`src/rtl/uart_mmio.sv`:
```
// uart_mmio: memory-mapped UART with a TX FIFO (DATA at 0x002, STATUS at 0x004).
// The receiver is compiled in only when UART_MMIO_RX_EN is defined.
module uart_mmio #(
  parameter int unsigned BAUD_DIV   = 4,
  parameter int unsigned FIFO_DEPTH = 8
) (
  input  logic        clk,
  input  logic        rst,
  input  logic [9:0]  mem_addr,
  input  logic        mem_wr,
  input  logic [15:0] wr_data,
  output logic [15:0] rd_data,
  output logic        uart_tx,
  input  logic        uart_rx
);
  localparam int unsigned AW = (FIFO_DEPTH > 2) ? $clog2(FIFO_DEPTH) : 1;
  localparam int unsigned CW = (BAUD_DIV > 2) ? $clog2(BAUD_DIV) : 1;
  localparam logic [CW-1:0] BIT_LAST  = CW'(BAUD_DIV - 1);
  localparam logic [AW:0]   FIFO_FULL = (AW+1)'(FIFO_DEPTH);

  typedef enum logic [1:0] {TX_IDLE, TX_START, TX_DATA, TX_STOP} tx_state_t;

  logic data_sel, status_sel, data_rd, status_rd;
  logic push_req, push, pop, drop_evt;

  assign data_sel   = (mem_addr == 10'h002);
  assign status_sel = (mem_addr == 10'h004);
  assign data_rd    = !mem_wr && data_sel;
  assign status_rd  = !mem_wr && status_sel;
  assign push_req   = mem_wr && data_sel;

  // ---------------- TX FIFO ----------------
  logic [7:0]    fifo_mem [FIFO_DEPTH];
  logic [AW-1:0] wr_ptr, rd_ptr;
  logic [AW:0]   fifo_cnt;
  logic          fifo_empty, fifo_full;
  logic [7:0]    fifo_head;

  assign fifo_empty = (fifo_cnt == '0);
  assign fifo_full  = (fifo_cnt == FIFO_FULL);
  assign push       = push_req && !fifo_full;
  assign drop_evt   = push_req && fifo_full;
  // A write into an empty FIFO is forwarded straight to the transmitter.
  assign fifo_head  = fifo_empty ? wr_data[7:0] : fifo_mem[rd_ptr];

  always_ff @(posedge clk) begin
    if (push) fifo_mem[wr_ptr] <= wr_data[7:0];
  end

  always_ff @(posedge clk) begin
    if (rst) begin
      wr_ptr   <= '0;
      rd_ptr   <= '0;
      fifo_cnt <= '0;
    end else begin
      if (push) wr_ptr <= wr_ptr + AW'(1);
      if (pop)  rd_ptr <= rd_ptr + AW'(1);
      if (push && !pop)      fifo_cnt <= fifo_cnt + (AW+1)'(1);
      else if (pop && !push) fifo_cnt <= fifo_cnt - (AW+1)'(1);
    end
  end

  // ---------------- TX FSM ----------------
  tx_state_t     tx_state, tx_state_n;
  logic [CW-1:0] tx_cnt, tx_cnt_n;
  logic [2:0]    tx_bit, tx_bit_n;
  logic [7:0]    tx_shift, tx_shift_n;
  logic          tx_out, tx_out_n, tx_avail, tx_idle;

  assign tx_avail = !fifo_empty || push;
  assign tx_idle  = fifo_empty && (tx_state == TX_IDLE);
  assign uart_tx  = tx_out;

  always_ff @(posedge clk) begin
    if (rst) begin
      tx_state <= TX_IDLE;
      tx_cnt   <= '0;
      tx_bit   <= '0;
      tx_shift <= '0;
      tx_out   <= 1'b1;
    end else begin
      tx_state <= tx_state_n;
      tx_cnt   <= tx_cnt_n;
      tx_bit   <= tx_bit_n;
      tx_shift <= tx_shift_n;
      tx_out   <= tx_out_n;
    end
  end

  always_comb begin
    tx_state_n = tx_state;
    tx_cnt_n   = tx_cnt + CW'(1);
    tx_bit_n   = tx_bit;
    tx_shift_n = tx_shift;
    tx_out_n   = tx_out;
    pop        = 1'b0;
    case (tx_state)
      TX_IDLE: begin
        tx_cnt_n = '0;
        tx_out_n = 1'b1;
        if (tx_avail) begin
          pop        = 1'b1;
          tx_shift_n = fifo_head;
          tx_out_n   = 1'b0;
          tx_state_n = TX_START;
        end
      end
      TX_START: if (tx_cnt == BIT_LAST) begin
        tx_cnt_n   = '0;
        tx_bit_n   = '0;
        tx_out_n   = tx_shift[0];
        tx_state_n = TX_DATA;
      end
      TX_DATA: if (tx_cnt == BIT_LAST) begin
        tx_cnt_n = '0;
        if (tx_bit == 3'd7) begin
          tx_out_n   = 1'b1;
          tx_state_n = TX_STOP;
        end else begin
          tx_bit_n   = tx_bit + 3'd1;
          tx_shift_n = {1'b0, tx_shift[7:1]};
          tx_out_n   = tx_shift[1];
        end
      end
      TX_STOP: if (tx_cnt == BIT_LAST) begin
        tx_cnt_n = '0;
        if (tx_avail) begin
          pop        = 1'b1;
          tx_shift_n = fifo_head;
          tx_out_n   = 1'b0;
          tx_state_n = TX_START;
        end else begin
          tx_state_n = TX_IDLE;
        end
      end
      default: begin
        tx_state_n = TX_IDLE;
        tx_cnt_n   = '0;
        tx_out_n   = 1'b1;
      end
    endcase
  end

  // ---------------- RX ----------------
  logic       rx_valid, rx_overrun, rx_ferr;
  logic [7:0] rx_data;

`ifdef UART_MMIO_RX_EN
  typedef enum logic [1:0] {RX_IDLE, RX_START, RX_DATA, RX_STOP} rx_state_t;
  localparam logic [CW-1:0] RX_MID = CW'(BAUD_DIV / 2 - 1);

  rx_state_t     rx_state, rx_state_n;
  logic [CW-1:0] rx_cnt, rx_cnt_n;
  logic [2:0]    rx_bit, rx_bit_n;
  logic [7:0]    rx_shift, rx_shift_n;
  logic          rx_meta, rx_sync, rx_prev, rx_done, rx_bad;
  logic          unused_inputs;

  assign unused_inputs = ^wr_data[15:8];

  always_ff @(posedge clk) begin
    if (rst) begin
      rx_meta    <= 1'b1;
      rx_sync    <= 1'b1;
      rx_prev    <= 1'b1;
      rx_state   <= RX_IDLE;
      rx_cnt     <= '0;
      rx_bit     <= '0;
      rx_shift   <= '0;
      rx_valid   <= 1'b0;
      rx_overrun <= 1'b0;
      rx_ferr    <= 1'b0;
      rx_data    <= '0;
    end else begin
      rx_meta  <= uart_rx;
      rx_sync  <= rx_meta;
      rx_prev  <= rx_sync;
      rx_state <= rx_state_n;
      rx_cnt   <= rx_cnt_n;
      rx_bit   <= rx_bit_n;
      rx_shift <= rx_shift_n;
      // A byte landing on the same edge as a DATA read replaces the one being read.
      if (rx_done)      rx_valid <= 1'b1;
      else if (data_rd) rx_valid <= 1'b0;
      if (rx_done && (!rx_valid || data_rd)) rx_data <= rx_shift;
      if (rx_done && rx_valid && !data_rd) rx_overrun <= 1'b1;
      else if (status_rd)                  rx_overrun <= 1'b0;
      if (rx_bad)         rx_ferr <= 1'b1;
      else if (status_rd) rx_ferr <= 1'b0;
    end
  end

  always_comb begin
    rx_state_n = rx_state;
    rx_cnt_n   = rx_cnt + CW'(1);
    rx_bit_n   = rx_bit;
    rx_shift_n = rx_shift;
    rx_done    = 1'b0;
    rx_bad     = 1'b0;
    case (rx_state)
      RX_IDLE: begin
        rx_cnt_n = '0;
        if (rx_prev && !rx_sync) rx_state_n = RX_START;
      end
      RX_START: if (rx_cnt == RX_MID) begin
        rx_cnt_n   = '0;
        rx_bit_n   = '0;
        rx_state_n = rx_sync ? RX_IDLE : RX_DATA;
      end
      RX_DATA: if (rx_cnt == BIT_LAST) begin
        rx_cnt_n   = '0;
        rx_shift_n = {rx_sync, rx_shift[7:1]};
        rx_bit_n   = rx_bit + 3'd1;
        if (rx_bit == 3'd7) rx_state_n = RX_STOP;
      end
      RX_STOP: if (rx_cnt == BIT_LAST) begin
        rx_cnt_n   = '0;
        rx_state_n = RX_IDLE;
        rx_done    = rx_sync;
        rx_bad     = !rx_sync;
      end
      default: begin
        rx_state_n = RX_IDLE;
        rx_cnt_n   = '0;
      end
    endcase
  end
`else
  logic unused_inputs;

  assign unused_inputs = ^{wr_data[15:8], uart_rx};
  assign rx_valid      = 1'b0;
  assign rx_overrun    = 1'b0;
  assign rx_ferr       = 1'b0;
  assign rx_data       = '0;
`endif

  // ---------------- flags and read port ----------------
  logic        tx_drop;
  logic [15:0] status_word, data_word;

  assign status_word = {10'b0, rx_ferr, tx_drop, rx_overrun, rx_valid, tx_idle, fifo_full};
  assign data_word   = rx_valid ? {8'h00, rx_data} : 16'h0000;

  always_ff @(posedge clk) begin
    if (rst) begin
      tx_drop <= 1'b0;
      rd_data <= '0;
    end else begin
      if (drop_evt)       tx_drop <= 1'b1;
      else if (status_rd) tx_drop <= 1'b0;
      if (!mem_wr) begin
        if (data_sel)        rd_data <= data_word;
        else if (status_sel) rd_data <= status_word;
        else                 rd_data <= '0;
      end
    end
  end

endmodule
```
`config.mk`:
```
export PLATFORM = sky130hd
export DESIGN_NAME = uart_mmio
export DESIGN_NICKNAME = d
export VERILOG_FILES = /design/src/rtl/uart_mmio.sv
export SDC_FILE = /design/constraint.sdc
export NUM_CORES = 1
export LEC_CHECK = 0
export ABC_AREA = 1
export CORE_UTILIZATION = 45
export CTS_CLUSTER_SIZE = 28
export DETAILED_ROUTE_END_ITERATION = 8
export PLACE_DENSITY = 0.65
export SYNTH_ARGS = -nofsm -noshare
export SYNTH_HDL_FRONTEND = slang
export SYNTH_SLANG_ARGS = --single-unit
```
`constraint.sdc`:
```
create_clock -name clk -period 2.85 [get_ports clk]
set_input_delay 0.285 -clock clk [delete_from_list [all_inputs] [get_ports clk]]
set_output_delay 0.285 -clock clk [all_outputs]
set_load 0.03 [all_outputs]
```
==> impl_results.md, run 1 <==
* Critical path's most frequent cell: nand2_1
* CP endpoint kind: flip-flop
* Final Hold Viols at 0
* Clock Tree Buf Depth at 2
* Prevailing post-synth register cell: edfxtp_1
* Die Ht at between 100 and 150 um
* Total number of vias at ~3200
* Slowest CP cell: dfxtp_1
* # fillers at between 800 and 900
* Initial antenna violation count at 0
* Ys async rst share at 0
* WS Path Type: flip-flop to flip-flop
* Critical Path RT at approximately 3200 ps
* Synth cell count leaders: nand2_1, nor2_1, edfxtp_1
* Core Util, Final at 0.523
* Share of layout cells above drive strength 1 at 0.101
* Num CTS Buffers at 9
* Post-synthesis sequential area ratio at 0.577
* Number of global-route vias before repair at 3085
* Worst path max stage delay at 400 ps
* Routed len/inst at approximately 13 um
* Antenna-violating nets left at 0
* Synth Register Bits at just under 100
* # nets final at about 570
* Leak at roughly 2.0 nW
* Cell family with most CP delay: simple AND/OR/NAND/NOR gates
* Post-DR vias/cell at between 4 and 5
* Least-Margin Pin Slew at about 570 ps
* Layout Skew at about 11 ps
* H-tree Lvls at 3
* Routability cong. at between 0.7 and 0.8
* Synth area leader: edfxtp_1
* TritonCTS clock tree: built
* FMAX at 406 MHz
* CP Buf/Inv Count at 2
* Hold buffers post-CTS at 0
* CP cell instances: inv_1, ha_1, nor2_1, nand2_2, ha_1, inv_1, ha_1, nand2_1, nand2_1, a21oi_1, nor2_1, nor2_1, nand2_1, nand2_1, nand2_1, nor2_1
* Post-layout minimum cycle time at between 2000 and 2500 ps
* I/O Buffers at 24
* Largest net degree at the start of global routing at 33
* Power per standard cell area at 864 mW/mm^2
* Setup TNS at 0 ps
* Clk slew on worst S/H paths at about 90 ps
* Synth warnings at 0
* Die Wd at about 100 um
* Max-cap violations at 0
* Post-cts sizing count at 0
* Crit-path max FO at 5
* Area contributors post-synth: edfxtp_1, dfxtp_1, nand2_1, nor2_1, nand3_1
* Sequential cell area at approximately 0.0026 mm^2
* Crit share post-route at 0.864
* Slew headroom at 0.617
* Rows at 36
* Syn Inst Count at around 490
* 1st-pass router iterations at 4
* Arr. time, crit path at roughly 2800 ps
* Drt drc at 0
* Number of synthesized flops with an enable pin at between 60 and 70
* Area share of the largest cell type after synthesis at 0.429
* Area grow syn2layout at 13.7%
* Avg Inst Size Synth at 9.20 um^2
* Final setup fails at 0
* Hpwl dp at 5820 um
* Gr usage total at 0.191
* Final Max Slew Viols at 0
* Worst vdd ir at roughly 0.00057 V
* RSZ-0062 raised after global routing: false
* Area of the multi-input gates at between 0.0015 and 0.002 mm^2
* Crit path launch type: flip-flop
* # clock sinks at 97
* Initial DRC Count at 152
* Total core area at between 0.009 and 0.01 mm^2
* First-pass GRT wire length at approximately 15000 um
* Die area at 0.0104 mm^2
* Post-CTS setup buffers at 0
* Starting Density at 0.460
* Cell area after synthesis at roughly 0.0045 mm^2
* Clk Latency, worst-skew pair at around 370 ps
* Status: finished clean
* I/O pin cnt at 47
* Synth unique cells at 33
* Min-Delay Path Class: flip-flop to flip-flop
* Ant. Diodes at 0
* Root Buffer: clkbuf_8
* Aggregate global routing overflow at 0
* Drt total wl at between 8000 and 9000 um
* Most common cell in the netlist: nand2_1
## report_power, final
group	internal [mW]	leakage [nW]	switching, mW
Combinational	0.608	1.05	1.09
Clock	0.502	0.114	0.476
Sequential	1.62	0.844	0.107
## final timing paths
| check | startpoint | end | slack (ps) | depth (start not counted) |
|---|---|---|---|---|
| setup / recovery | tx_state[0] | fifo_cnt[3] | 390 | 16 |
| hold / removal | tx_cnt[0] | tx_cnt[0] | 430 | 1 |
| hold reg to reg | tx_cnt[0] | tx_cnt[0] | 430 | 1 |
| setup reg to reg | tx_state[0] | fifo_cnt[3] | 390 | 16 |
## layout make-up
type,instances,area share
inverter,37,0.0273
timing repair buffer,40,0.0708
clock inverter,7,0.0192
tap,133,0.0327
multi-input combinational,337,0.319
clock buffer,9,0.0243
sequential,97,0.507
## registers in the layout, indices dropped and copies added, names as in the netlist, 2 cells and up, named ones only
name / cells
tx_shift: 8
tx_bit: 3
rd_data: 3
fifo_mem: 64
rd_ptr: 3
fifo_cnt: 4
tx_state: 2
tx_cnt: 2
wr_ptr: 3
## layout by cell type (no fill, tap or decap), types with 4 or more instances in the layout
cell	count
nand2_1	114
nor2_1	70
edfxtp_1	64
nand3_1	42
dfxtp_1	33
inv_1	32
o21ai_0	26
clkdlybuf4s50_1	24
a21oi_1	19
buf_4	16
ha_1	13
conb_1	13
nor3_1	11
clkbuf_8	9
nor2_2	7
inv_2	5
xor2_1	4
## metal layers
layer | share of wire | global-route usage | wire, um
met1 | 0.48 | 0.241 | 4220
met4 | 0.012 | 0.0647 | 108
met2 | 0.47 | 0.315 | 4100
met5 | 0 | 0 | 0
met3 | 0.042 | 0.0524 | 368
## stage by stage
stage | area, um^2 | power (mW) | setup slack (ps) | cells | hold slack (ps)
after floorplan | 4520 | 3.07 | 629 | 499 | 384
after global placement | 4870 | 3.42 | 260 | 644 | 408
after detailed placement | 4870 | 3.46 | 208 | 644 | 417
after CTS | 5090 | 4.44 | 385 | 660 | 430
after global routing | 5090 | 4.78 | 72.1 | 660 | 439
final | 5090 | 4.40 | 387 | 660 | 430
## kinds of logic (layout without fill, tap and decap cells)
| group | Yosys count | count (layout) | share of synthesized area |
|---|---|---|---|
| buf+inv | 65 | 93 | 0.0715 |
| fa+ha+maj | 14 | 14 | 0.0408 |
| xor+xnor | 4 | 4 | 0.00782 |
| flops | 97 | 97 | 0.577 |
| compound gates | 52 | 52 | 0.0617 |
| other cells | 1 | 13 | 0.000837 |
| simple gates | 254 | 254 | 0.241 |
Power figures use the tool's default switching activity.
==> inputs of run 2 (changes only) <==
Settings changed: DONT_BUFFER_PORTS from default to 1, PLACE_DENSITY 0.65 to 0.59.
==> impl_results.md, run 2 (same netlist as run 1, synthesis figures left out) <==
* Final Hold Viols at 0 (unchanged)
* Number of flip-flops in the largest register at 64 (unchanged)
* Initial DRC Count at 134 (-12%)
* Final Max Slew Viols at 0 (unchanged)
* Num CTS Buffers at 9 (unchanged)
* Finished Cell Area at 0.00491 mm^2 (-3.5%)
* CP endpoint: fifo_cnt[3]
* TritonCTS clock tree: built
* Starting Density at 0.460 (unchanged)
* Post-layout minimum cycle time at 2500 ps (+35.7 ps)
* Final setup fails at 0 (unchanged)
* Layout Skew at 9.98 ps (-1.09 ps)
* RR Endpoint: fifo_cnt[3]
* I/O pin cnt at 47 (unchanged)
* Worst R2R Setup Slack at 350 ps (-40 ps)
* Share of layout cells above drive strength 1 at 0.0984 (-0.00214)
* Routability cong. at 0.789 (-0.27%)
* Crit path launch type: flip-flop
* Arr. time, crit path at 2810 ps (+40 ps)
* Hpwl dp at 5660 um (-2.8%)
* Max-cap violations at 0 (unchanged)
* Power per standard cell area at 884 mW/mm^2 (+2.2%)
* Leak at 1.93 nW (-3.8%)
* Setup TNS at 0 ps (unchanged)
* # fillers at 916 (+2.2%)
* Number of global-route vias before repair at 2822 (-8.5%)
* Ant. Diodes at 0 (unchanged)
* CP endpoint kind: flip-flop
* Least-Margin Pin Slew at 839 ps (+265 ps)
* Comb pwr share at 0.377 (-0.009)
* Most frequent cells in the layout: nand2_1, nor2_1, edfxtp_1
* Worst vdd ir at 0.000457 V (-19%)
* Aggregate global routing overflow at 0 (unchanged)
* 1st-pass router iterations at 4 (unchanged)
* Rows at 36 (unchanged)
* # clock sinks at 97 (unchanged)
* Cells on worst reg2reg path at 16 (unchanged)
* H-tree Lvls at 3 (unchanged)
* Most common cell after layout, fill and taps aside: nand2_1
* Critical Path RT at 3160 ps (about the same)
* Routed len/inst at 14.1 um (+5.9%)
* Initial antenna violation count at 0 (unchanged)
* Die Ht at 102 um (unchanged)
* Drt total wl at 9050 um (+2.8%)
* Biggest regs: fifo_mem: 64 flops, tx_shift: 8 flops, fifo_cnt: 4 flops
* Drt drc at 0 (unchanged)
* Clock Tree Buf Depth at 2 (unchanged)
* Die Wd at 102 um (unchanged)
* Clk slew on worst S/H paths at 90 ps (about the same)
* RSZ-0062 raised after global routing: false
* Min-Delay Path Class: input pin to flip-flop
* First-pass GRT wire length at 14200 um (-3.1%)
* Gr usage total at 0.189 (-0.00147)
* # nets final at 547 (-3.4%)
* Post-DR vias/cell at 4.83 (-1.1%)
* Status: finished clean
* Net Switching at 1.66 mW (-0.68%)
* Sw frac at 0.383 (+0.00248)
* FMAX at 400 MHz (-1.4%)
* Die area at 0.0104 mm^2 (unchanged)
* WHS Path Cells at 2 (+1)
* Most flop-heavy register: fifo_mem
* Antenna-violating nets left at 0 (unchanged)
* Seq pwr share at 0.395 (+0.003)
* Slew headroom at 0.439 (-0.178)
* Worst Setup SP: tx_state[0]
* WS Path Type: flip-flop to flip-flop
* Placed cell areas at 0.00460 mm^2 (-5.5%)
* Crit share post-route at 0.877 (+0.0125)
* Total number of vias at 3093 (-4.0%)
* Internal Power at 2.68 mW (-1.7%)
* Root Buffer: clkbuf_8
* Clock power share at 0.229 (+0.007)
* Total core area at 0.00973 mm^2 (unchanged)
* I/O Buffers at 0 (-100%)
* Largest net degree at the start of global routing at 33 (unchanged)
* Area grow syn2layout at 9.72%
* Clk Latency, worst-skew pair at 380 ps (about the same)
* Crit-path max FO at 5 (unchanged)
* Reg-to-Reg Start: tx_state[0]
run 2: changes by cell type in the layout (fill, tap and decap cells not counted):
| cell | delta |
|---|---|
| buf_4 | -4 |
| clkinv_4 | +1 |
| clkinv_1 | -1 |
| inv_6 | -1 |
| dlygate4sd3_1 | +9 |
| clkinvlp_4 | +1 |
| clkdlybuf4s50_1 | -24 |
run 2: worst max-delay path, cell delays in order (launching register included):
cell and delay (ps):
dfxtp_1 410, inv_1 110, ha_1 320, nor2_1 220, nand2_2 120, ha_1 220, inv_1 130, ha_1 250
nand2_1 60, nand2_1 50, a21oi_1 160, nor2_1 50, nor2_1 80, nand2_1 70, nand2_1 60, nand2_1 40
nor2_1 80
run 2: final cells by class:
class                   count  area (um^2)  share of cell area
repair buffers             21          180              0.0367
clock inverters             7          101              0.0206
well taps                 133          166              0.0339
clock buffers               9          124              0.0252
flip-flops and latches     97         2580               0.525
multi-input cells         337         1620               0.330
inverters                  37          139              0.0283
run 2: worst min path at each step:
stage | start | end | slack [ps]
6_report | mem_wr | rd_data[4] | 50
5_1_grt | mem_wr | rd_data[1] | 50
4_1_cts | mem_wr | rd_data[4] | 40
3_5_place_dp | rst | tx_shift[1] | 350
3_3_place_gp | rst | tx_shift[6] | 350
2_1_floorplan | wr_data[0] | fifo_mem[0][0] | 380
run 2: metrics by stage:
| step | utilization | power [mW] | cells | worst slack (ps) | hold WS (ps) |
|---|---|---|---|---|---|
| floorplan | - | 3.07 | 499 | 629 | 384 |
| global placement | 0.473 | 3.34 | 616 | 459 | 351 |
| detailed placement | 0.473 | 3.38 | 616 | 371 | 352 |
| CTS | 0.505 | 4.39 | 641 | 342 | 37.4 |
| global route | 0.505 | 4.67 | 641 | 50.9 | 52.5 |
| finish | 0.505 | 4.34 | 641 | 352 | 53.0 |
run 2: repair_timing:
item | 4_1_cts | 5_1_grt
resized for setup | 0 | 0
endpoints found under the hold margin | 85 | 0
hold buffers | 9 | 0
setup buffers | 0 | 0
run 2: power groups by stage:
stage	sequential (mW)	clock (mW)	combinational [mW]
after floorplan	1.72	0	1.35
after global placement	1.74	0	1.60
after detailed placement	1.75	0	1.63
after CTS	1.71	1.01	1.67
after global routing	1.73	1.06	1.88
final	1.71	0.993	1.64
run 2: routing by layer:
layer,vias to the layer above,part of all wire,track usage
li1,1611,-,-
met1,1402,0.48,0.251
met2,66,0.45,0.298
met3,14,0.044,0.0345
met4,0,0.022,0.0959
met5,-,0,0
